$ cat config.mk
export PLATFORM = sky130hd
export DESIGN_NAME = cu_multicycle
export DESIGN_NICKNAME = d
export VERILOG_FILES = /design/src/rtl/cu_pkg.sv /design/src/rtl/cu_decode.sv /design/src/rtl/cu_multicycle.sv
export SDC_FILE = /design/constraint.sdc
export NUM_CORES = 1
export LEC_CHECK = 0
export ABC_AREA = 1
export BUFFER_PORTS_ARGS = -buffer_cell sky130_fd_sc_hd__buf_2
export CAP_MARGIN = 10
export CORE_UTILIZATION = 45
export DETAILED_ROUTE_END_ITERATION = 10
export PLACE_DENSITY = 0.76
export SYNTH_ARGS = -nofsm -noshare
export SYNTH_HDL_FRONTEND = slang
export SYNTH_SLANG_ARGS = --single-unit
$ cat constraint.sdc
create_clock -name clk -period 1.3 [get_ports clk]
set_input_delay 0.26 -clock clk [delete_from_list [all_inputs] [get_ports clk]]
set_output_delay 0.26 -clock clk [all_outputs]
set_load 0.005 [all_outputs]
$ cat src/rtl/cu_pkg.sv
// Shared opcodes, ALU functions and FSM states for the multi-cycle control unit.
package cu_pkg;

    localparam logic [4:0] OP_NOP  = 5'b00000;
    localparam logic [4:0] OP_ADD  = 5'b00001;
    localparam logic [4:0] OP_SUB  = 5'b00010;
    localparam logic [4:0] OP_AND  = 5'b00011;
    localparam logic [4:0] OP_OR   = 5'b00100;
    localparam logic [4:0] OP_XOR  = 5'b00101;
    localparam logic [4:0] OP_LDI  = 5'b01110;
    localparam logic [4:0] OP_ADDI = 5'b01111;
    localparam logic [4:0] OP_LD   = 5'b10000;
    localparam logic [4:0] OP_ST   = 5'b10001;
    localparam logic [4:0] OP_HALT = 5'b11111;

    typedef enum logic [3:0] {
        ALU_ADD,
        ALU_SUB,
        ALU_AND,
        ALU_OR,
        ALU_XOR,
        ALU_PASSB
    } alu_op_t;

    typedef enum logic [2:0] {
        S_IDLE,
        S_DECODE,
        S_EXEC,
        S_MEM,
        S_WB,
        S_HALTED
    } state_t;

endpackage

$ cat src/rtl/cu_decode.sv
// Opcode decoder: maps an opcode onto ALU function and datapath class flags.
module cu_decode
    import cu_pkg::*;
#(
    parameter int OP_W = 5
) (
    input  logic [OP_W-1:0] op,
    output logic [3:0]      alu_op,
    output logic            alu_src_imm,
    output logic            is_mem,
    output logic            is_st,
    output logic            has_wb,
    output logic            legal
);

    always_comb begin
        alu_op      = ALU_ADD;
        alu_src_imm = 1'b0;
        is_mem      = 1'b0;
        is_st       = 1'b0;
        has_wb      = 1'b0;
        legal       = 1'b1;
        unique case (op)
            OP_W'(OP_NOP), OP_W'(OP_HALT): ;
            OP_W'(OP_ADD): has_wb = 1'b1;
            OP_W'(OP_SUB): begin
                alu_op = ALU_SUB;
                has_wb = 1'b1;
            end
            OP_W'(OP_AND): begin
                alu_op = ALU_AND;
                has_wb = 1'b1;
            end
            OP_W'(OP_OR): begin
                alu_op = ALU_OR;
                has_wb = 1'b1;
            end
            OP_W'(OP_XOR): begin
                alu_op = ALU_XOR;
                has_wb = 1'b1;
            end
            OP_W'(OP_LDI): begin
                alu_op      = ALU_PASSB;
                alu_src_imm = 1'b1;
                has_wb      = 1'b1;
            end
            OP_W'(OP_ADDI): begin
                alu_src_imm = 1'b1;
                has_wb      = 1'b1;
            end
            // address = rs + imm for both memory ops
            OP_W'(OP_LD): begin
                alu_src_imm = 1'b1;
                is_mem      = 1'b1;
                has_wb      = 1'b1;
            end
            OP_W'(OP_ST): begin
                alu_src_imm = 1'b1;
                is_mem      = 1'b1;
                is_st       = 1'b1;
            end
            default: legal = 1'b0;
        endcase
    end

endmodule

$ cat src/rtl/cu_multicycle.sv
// Multi-cycle control unit: instruction register, DECODE/EXEC/MEM/WB sequencer
// and retired-instruction counter.
module cu_multicycle
    import cu_pkg::*;
#(
    parameter int INSTR_W = 17,
    parameter int OP_W    = 5,
    parameter int RA_W    = 4,
    parameter int DATA_W  = 16,
    parameter int CNT_W   = 16
) (
    input  logic               clk,
    input  logic               rst,
    input  logic               instr_valid,
    output logic               instr_ready,
    input  logic [INSTR_W-1:0] instr,
    output logic [RA_W-1:0]    rd_addr,
    output logic [RA_W-1:0]    rs_addr,
    output logic [RA_W-1:0]    rt_addr,
    output logic [DATA_W-1:0]  imm,
    output logic [3:0]         alu_op,
    output logic               alu_src_imm,
    output logic               reg_we,
    output logic               mem_req,
    output logic               mem_we,
    input  logic               mem_ack,
    output logic               busy,
    output logic               halted,
    output logic               illegal,
    output logic [CNT_W-1:0]   retired
);

    localparam int IMM_W = INSTR_W - OP_W - RA_W;

    state_t             state;
    state_t             state_nx;
    logic [INSTR_W-1:0] ir;
    logic [OP_W-1:0]    op;
    logic [3:0]         d_alu;
    logic               d_src;
    logic               d_mem;
    logic               d_st;
    logic               d_wb;
    logic               d_legal;
    logic               is_halt;
    logic               is_nop;
    logic               retire;

    assign op      = ir[INSTR_W-1 -: OP_W];
    assign is_halt = (op == OP_W'(OP_HALT));
    assign is_nop  = (op == OP_W'(OP_NOP));

    cu_decode #(.OP_W(OP_W)) u_decode (
        .op          (op),
        .alu_op      (d_alu),
        .alu_src_imm (d_src),
        .is_mem      (d_mem),
        .is_st       (d_st),
        .has_wb      (d_wb),
        .legal       (d_legal)
    );

    assign rd_addr     = ir[INSTR_W-OP_W-1 -: RA_W];
    assign rs_addr     = ir[INSTR_W-OP_W-RA_W-1 -: RA_W];
    assign rt_addr     = ir[INSTR_W-OP_W-2*RA_W-1 -: RA_W];
    assign imm         = {{(DATA_W-IMM_W){ir[IMM_W-1]}}, ir[IMM_W-1:0]};
    assign alu_op      = d_alu;
    assign alu_src_imm = d_src;

    // Decoded fields stay stable because ir only reloads on a handshake.
    always_ff @(posedge clk or posedge rst) begin
        if (rst) begin
            ir <= '0;
        end else if (instr_valid && instr_ready) begin
            ir <= instr;
        end
    end

    always_ff @(posedge clk or posedge rst) begin
        if (rst) begin
            state <= S_IDLE;
        end else begin
            state <= state_nx;
        end
    end

    always_comb begin
        state_nx = state;
        unique case (state)
            S_IDLE: begin
                if (instr_valid) state_nx = S_DECODE;
            end
            S_DECODE: begin
                if (is_halt)                  state_nx = S_HALTED;
                else if (!d_legal || is_nop)  state_nx = S_IDLE;
                else                          state_nx = S_EXEC;
            end
            S_EXEC: begin
                if (d_mem)      state_nx = S_MEM;
                else if (d_wb)  state_nx = S_WB;
                else            state_nx = S_IDLE;
            end
            S_MEM: begin
                if (mem_ack) state_nx = d_wb ? S_WB : S_IDLE;
            end
            S_WB:     state_nx = S_IDLE;
            S_HALTED: state_nx = S_HALTED;
            default:  state_nx = S_IDLE;
        endcase
    end

    always_comb begin
        instr_ready = 1'b0;
        busy        = 1'b0;
        halted      = 1'b0;
        mem_req     = 1'b0;
        mem_we      = 1'b0;
        reg_we      = 1'b0;
        illegal     = 1'b0;
        retire      = 1'b0;
        unique case (state)
            S_IDLE: instr_ready = !rst;
            S_DECODE: begin
                busy    = 1'b1;
                illegal = !d_legal;
                retire  = d_legal && is_nop;
            end
            S_EXEC: busy = 1'b1;
            S_MEM: begin
                busy    = 1'b1;
                mem_req = 1'b1;
                mem_we  = d_st;
                retire  = mem_ack && !d_wb;
            end
            S_WB: begin
                busy   = 1'b1;
                reg_we = 1'b1;
                retire = 1'b1;
            end
            S_HALTED: halted = 1'b1;
            default: ;
        endcase
    end

    always_ff @(posedge clk or posedge rst) begin
        if (rst) begin
            retired <= '0;
        end else if (retire) begin
            retired <= retired + 1'b1;
        end
    end

endmodule

==> results of run 1 <==
[power breakdown]
group	internal (uW)	leakage, uW	total, uW	switching, uW
sequential	1450	0.000457	1890	437
combinational	2280	0.00155	4490	2210
clock	677	0.0000645	1110	436
total	4410	0.00207	7490	3080
[placed cells by master (no fill, tap or decap), types with 2 or more instances in the layout]
cell,synthesis,final
nor2_2,7,7
nand4_1,18,18
nand2_1,96,68
nor3_1,5,3
dfrtp_2,0,7
xnor2_1,6,6
buf_6,1,31
inv_1,17,10
nand3_2,2,6
buf_12,0,2
nor2_1,31,15
buf_2,4,70
a21oi_1,5,4
xor2_1,8,8
nand2_2,1,23
nor2_4,0,16
o21ai_2,0,2
inv_4,0,3
clkbuf_8,0,7
nand2_4,0,6
buf_4,29,63
inv_2,5,10
nand3_4,2,5
nand3_1,27,21
nor3_4,0,2
dfrtp_1,36,29
[sequential cells by signal (all words and copies together), names as in the netlist]
| signal | cells |
|---|---|
| ir | 17 |
| retired | 16 |
| state | 3 |
[worst register-to-register path, stage by stage, from the launching register on]
cell	delay (ns)
dfrtp_2	0.49
nand2_4	0.13
nor2_4	0.06
nand2_2	0.08
nand2_4	0.07
nor2_4	0.12
nand3_2	0.10
buf_4	0.15
buf_4	0.12
buf_4	0.12
buf_4	0.13
nand2_4	0.05
nand3_1	0.06
[how the worst max path moves through the flow]
stage	from	end	slack [ns]	cells past startpoint
finish	ir[15]	illegal	-0.56	8
global route	ir[15]	illegal	-0.59	8
CTS	ir[15]	illegal	-0.45	9
detailed placement	ir[14]	illegal	-0.22	7
global placement	ir[14]	illegal	-0.19	7
floorplan	ir[12]	retired[6]	-0.07	10
[routing by layer]
layer	vias up	global-route usage	wire length, um
met5	-	0	0
met3	35	0.0508	430
met4	0	0.0726	369
met2	123	0.534	4560
met1	1304	0.293	2940
li1	1243	-	-
[repair_timing]
action | CTS | global route
buffers inserted | 18 | 13
resized for setup | 78 | 50
endpoints found under the hold margin | 12 | 0
hold buffers | 1 | 0
gates cloned | 1 | 2
pin swaps | 15 | 34
endpoints found under the setup margin | 47 | 47
[kinds of logic (layout without fill, tap and decap cells)]
family | count (synthesis) | count (layout) | synth area share
and+or+nand+nor | 189 | 190 | 0.373
buffers and inverters | 60 | 199 | 0.151
adders and majority gates | 1 | 1 | 0.00545
AOI/OAI and AO/OA | 10 | 10 | 0.0229
xor gates and xnor gates | 14 | 14 | 0.0535
other | 1 | 1 | 0.00164
DFF | 36 | 36 | 0.393
[through the flow]
step	instance area, um2	setup slack (ns)
global placement	2990	-0.185
floorplan	2330	-0.0694
finish	3830	-0.561
global route	3830	-0.593
detailed placement	2990	-0.216
CTS	3510	-0.452
[area by class of cell]
cell class                 instances  share of cell area
tap                               67              0.0219
inverter                          23              0.0245
clock buffer                       7              0.0251
sequential                        36               0.237
timing repair buffer             168               0.325
multi-input combinational        216               0.358
clock inverter                     1             0.00783
==> out/metrics.cfg, run 1 <==
[status]
status=finished, violations left
violations=negative setup slack

[hold_path]
min_from=instr[3]
hold_depth=3
timing.hold.worst.class=in2reg
hold_path_end=ir[3]

[logic_synthesis]
async_flop_share=1.00
yosys.area.top_type=dfrtp_1
synth-edff-count=0
ys_seq_area_frac=0.393
synth_area_leaders=dfrtp_1 (39%), nand2_1 (16%), buf_4 (9.5%)
ys.flop_type=dfrtp_1
synth_top_area_frac=0.393
yosysMostFrequentCell=nand2_1
synth_seq_cells=36
netlist_top_cells_count=nand2_1 (96), dfrtp_1 (36), nor2_1 (31), buf_4 (29), nand3_1 (27)
ys_types=24
synth_area_um2=2290
yosys_warnings=0
synth_area_per_cell_um2=7.37
synthCells=311
syn-num-nets=333

[critical_path]
cpMaxStageDelayCell=dfrtp_2
worst_ep_arrival_time_ns=1.60
worstReg2RegStart=ir[15]
reg2reg_depth=12
crit_buf_inv=1
reg2reg_setup_slack_ns=-0.49
endpoint_kind=output pin
max_stage_delay_ns=0.49
crit_chain=nand2_4 -> nor2_4 -> nand2_2 -> nand2_4 -> nor2_4 -> nand3_2 -> nor2_1 -> buf_2
path_delay_family=simple AND/OR/NAND/NOR gates
crit_type=reg2out
cp-start-kind=flop
cp_data_required_time_ns=1.04
timing.rr.end=state[1]
critPathMaxFanout=4

[sta]
finalSetupTns_ns=-15.36
fin_ws_ns=-0.561
finalHoldViolCount=0
whs_ns=0.185
finalSetupViolations=47
fin_crit_sh=1.43
clock_skew_ns=0.00494
period_needed_ns=1.86
final_max_slew_viol_count=0
clock.fmax_ghz=0.537
rsz0062_at_grt=yes

[final_layout]
utilization=0.796
finalNonFillerCells=518
layout.nets=472
ff_latch_area_um2=910
final_layout_size_suffix_gt1_frac=0.585
area_delta_synth_final_pct=67.2
multiInputGateArea_um2=1370
fill_cells=321
num_antenna_cells=0

[placed_design]
place_hpwl_um=4390
dp_cells=476
io_buffers=75
gp_congestion=0.871

[routing]
via_per_inst=5.22
drtPass1Iterations=4
dr_total_vias=2705
drt-initial-drc-count=147
wl_um=8300
drc=0
drtAntennaViolNets=0
wl_per_cell_um=16.0

[floorplan]
placementRows=25
dieArea_um2=5390
initial_utilization=0.476
ios=77
die_x_um=73.4
core_area_um2=4820
die_y_um=73.4

[clock_network]
clkLatencyLatePin_ns=0.30
htreeDepth=2
cts_tree=yes
cts_buffers=5
cts-root-buf=clkbuf_8
clk_pin_slew_ns=0.08
clock-sinks=36
clockBufferDepth=2

[global_routing]
grt_pass1_wl_um=11100
grt_pass1_vias=2482
grt_usage=0.271
grt_max_degree=25
grt_overflow=0
antenna_found_initial=0

[power_and_ir_drop]
irDropWorstVdd_v=0.00139
leakage_uw=0.00207
total_power_uw=7490
p_per_area_nw_per_um2=1950

[job]
cap_violations=0

Power figures use the tool's default switching activity.
==> run 2, diff against run 1 <==
Settings changed: ABC_AREA 1 to 0, CORE_UTILIZATION 45 to 44, PLACE_DENSITY 0.76 to 0.77.
==> run 2 against run 1 <==
The flow still finishes with violations (negative setup slack). First-iteration DRC count down 63%. Core utilization shrank 10 points. Clock skew grew 0.0018 ns. Critical endpoint is now state[2]. Largest power group is now registers.
==> out/metrics.cfg, run 2 <==
[logic_synthesis]
syn-num-nets=214  ; -36%
ys_seq_area_frac=0.440  ; +0.0473
ys.flop_type=dfrtp_1
synthAdderAreaFrac=0.0110  ; +0.00555
yosysMostFrequentCell=dfrtp_1
synth_area_leaders=dfrtp_1 (44%), buf_4 (11%), mux2_2 (6.6%)
synth_compound_area_frac=0.0636  ; +0.0407
synthCells=192  ; -38%
ys_types=39  ; +63%
synth_area_per_cell_um2=10.7  ; +45%
synth_top_family_by_area=simple AND/OR/NAND/NOR gates
synth_xor_area_frac=0.0727  ; +0.0193
async_flop_share=1.00  ; unchanged
synth_seq_cells=36  ; unchanged
synthMuxAreaShare=0.104  ; +0.104
synth-simple-area-share=0.163  ; -0.209
yosys_warnings=0  ; unchanged
synth-edff-count=0  ; unchanged
synth_top_area_frac=0.440  ; +0.0473
yosys.area.top_type=dfrtp_1
netlist_top_cells_count=dfrtp_1 (36), buf_4 (31), xnor2_1 (15), mux2_2 (12), nand4_1 (10)
synth_area_um2=2050  ; -11%

[global_routing]
grt_max_degree=30  ; +20%
grt_usage=0.194  ; -0.0769
use_met3=0.0476  ; -0.00314
grt_pass1_vias=1731  ; -30%
busiest_layer=met2
met1_usage=0.233  ; -0.0602
antenna_found_initial=0  ; unchanged
grt_use_met2=0.341  ; -0.193
grt_pass1_wl_um=7560  ; -32%
grt_overflow=0  ; unchanged

[sta]
whs_ns=0.195  ; +0.00937 ns
fin_ws_ns=-0.552  ; +0.00925 ns
period_needed_ns=1.85  ; -0.00926 ns
rsz0062_at_grt=yes
finalHoldViolCount=0  ; unchanged
clock_skew_ns=0.00679  ; +0.00185 ns
finalSetupViolations=47  ; unchanged
final_max_slew_viol_count=0  ; unchanged
fin_crit_sh=1.42  ; -0.00712
clock.fmax_ghz=0.540  ; +0.50%

[routing]
dr_total_vias=1764  ; -35%
drtPass1Iterations=4  ; unchanged
via_per_inst=5.11  ; -2.1%
drt-initial-drc-count=54  ; -63%
wl_um=4680  ; -44%
wl_per_cell_um=13.6  ; -15%
drc=0  ; unchanged
drtAntennaViolNets=0  ; unchanged

[critical_path]
endpoint_kind=flop
crit_type=reg2reg
worst_ep_arrival_time_ns=2.07  ; +0.47 ns
cp-start-kind=flop
reg2reg_setup_slack_ns=-0.55  ; -0.06 ns
critPathMaxFanout=5  ; +1
cp_data_required_time_ns=1.51  ; +0.47 ns

[final_layout]
finalNonFillerCells=345  ; -33%
num_antenna_cells=0  ; unchanged
area_delta_synth_final_pct=50.2
mostFrequentLayoutCells=buf_2 (73), dfrtp_1 (34), buf_4 (34)
final_common_cell=buf_2
reg_top3=ir: 17 flops, retired: 16 flops, state: 3 flops
regMostFlops=ir
final_layout_size_suffix_gt1_frac=0.659  ; +0.0733
largest_register_ffs=17  ; unchanged
stdcell_area_um2=3070  ; -20%
layout.nets=314  ; -33%

[placed_design]
dp_cells=324  ; -32%
io_buffers=75  ; unchanged
pre_cts_slack_ns=-0.534  ; -0.318 ns
gp_congestion=0.842  ; -3.3%
placed_area_um2=2620  ; -12%
place_hpwl_um=3170  ; -28%

[power_and_ir_drop]
leakage_uw=0.00161  ; -22%
p_per_area_nw_per_um2=738  ; -62%
irDropWorstVdd_v=0.000633  ; -55%

[clock_network]
clk_pin_slew_ns=0.08  ; about the same
clockBufferDepth=2  ; unchanged
cts_tree=yes
htreeDepth=2  ; unchanged
cts-root-buf=clkbuf_8
clock-sinks=36  ; unchanged
cts_buffers=5  ; unchanged
clkLatencyLatePin_ns=0.29  ; about the same

[status]
status=finished, violations left
violations=negative setup slack

[floorplan]
ios=77  ; unchanged
placementRows=24  ; -4.0%
initial_utilization=0.464  ; -0.0124
die_y_um=70.2  ; -4.3%
die_x_um=70.2  ; -4.3%
dieArea_um2=4930  ; -8.5%
core_area_um2=4410  ; -8.4%

[job]
cap_violations=0  ; unchanged

[hold_path]
timing.hold.worst.class=in2reg

-- run 2: metal layers --
metal  up-vias  part of all wire  wire [um]
met1       851              0.40       1890
met2        64              0.51       2400
met4         0             0.025        116
met3        12             0.058        270
met5         -                 0          0
li1        837                 -          -
-- run 2: repair_timing --
item	in CTS	in global routing
endpoints found under the setup margin	47	47
resized for setup	39	21
pin swaps	15	13
setup buffers	11	4
cloned	0	0
hold endpoints to repair	7	0
hold buffers	1	0
-- run 2: area by class of cell --
cell class	instances	area, um2
Multi-Input combinational cell	111	1030
Timing Repair Buffer	134	962
Sequential cell	36	903
Fill cell	330	1340
Clock buffer	6	82.6
Tap cell	52	65.1
Clock inverter	2	13.8
Inverter	4	15.0
-- run 2: worst paths after layout --
kind,endpoint,startpoint,depth (start not counted)
setup / recovery,state[2],ir[13],6
setup reg to reg,state[2],ir[13],6
max in group asynchronous,ir[13],rst,4
hold reg to reg,retired[15],retired[15],1
hold / removal,ir[8],instr[8],2
min in group asynchronous,ir[11],rst,3
-- run 2: cells by family after synthesis --
group                      Yosys count
and+or+nand+nor                     54
buffers and inverters               45
DFF                                 36
muxes                               19
AOI/OAI and AO/OA                   18
xor gates and xnor gates            17
adders and majority gates            2
other                                1
-- run 2: power by group --
| group | switching (uW) | internal (uW) |
|---|---|---|
| registers | 17.4 | 1140 |
| clock network | 424 | 433 |
| logic | 114 | 141 |
| total | 555 | 1710 |
-- run 2: critical path: stages, from the launching register on --
cell      delay (ns)
dfrtp_2         0.44
buf_6           0.14
a21o_1          0.18
a211oi_4        0.32
nor2_1          0.10
or4_1           0.49
o21ai_1         0.10
-- run 2: per-stage QoR --
| step | TNS, ns | total power (uW) | util |
|---|---|---|---|
| 2_1_floorplan | -9.73 | 1310 | - |
| 3_5_place_dp | -13.81 | 1380 | 0.593 |
| 3_3_place_gp | -12.45 | 1370 | 0.593 |
| 4_1_cts | -16.14 | 2270 | 0.671 |
| 6_report | -15.92 | 2270 | 0.696 |
| 5_1_grt | -19.24 | 2370 | 0.696 |
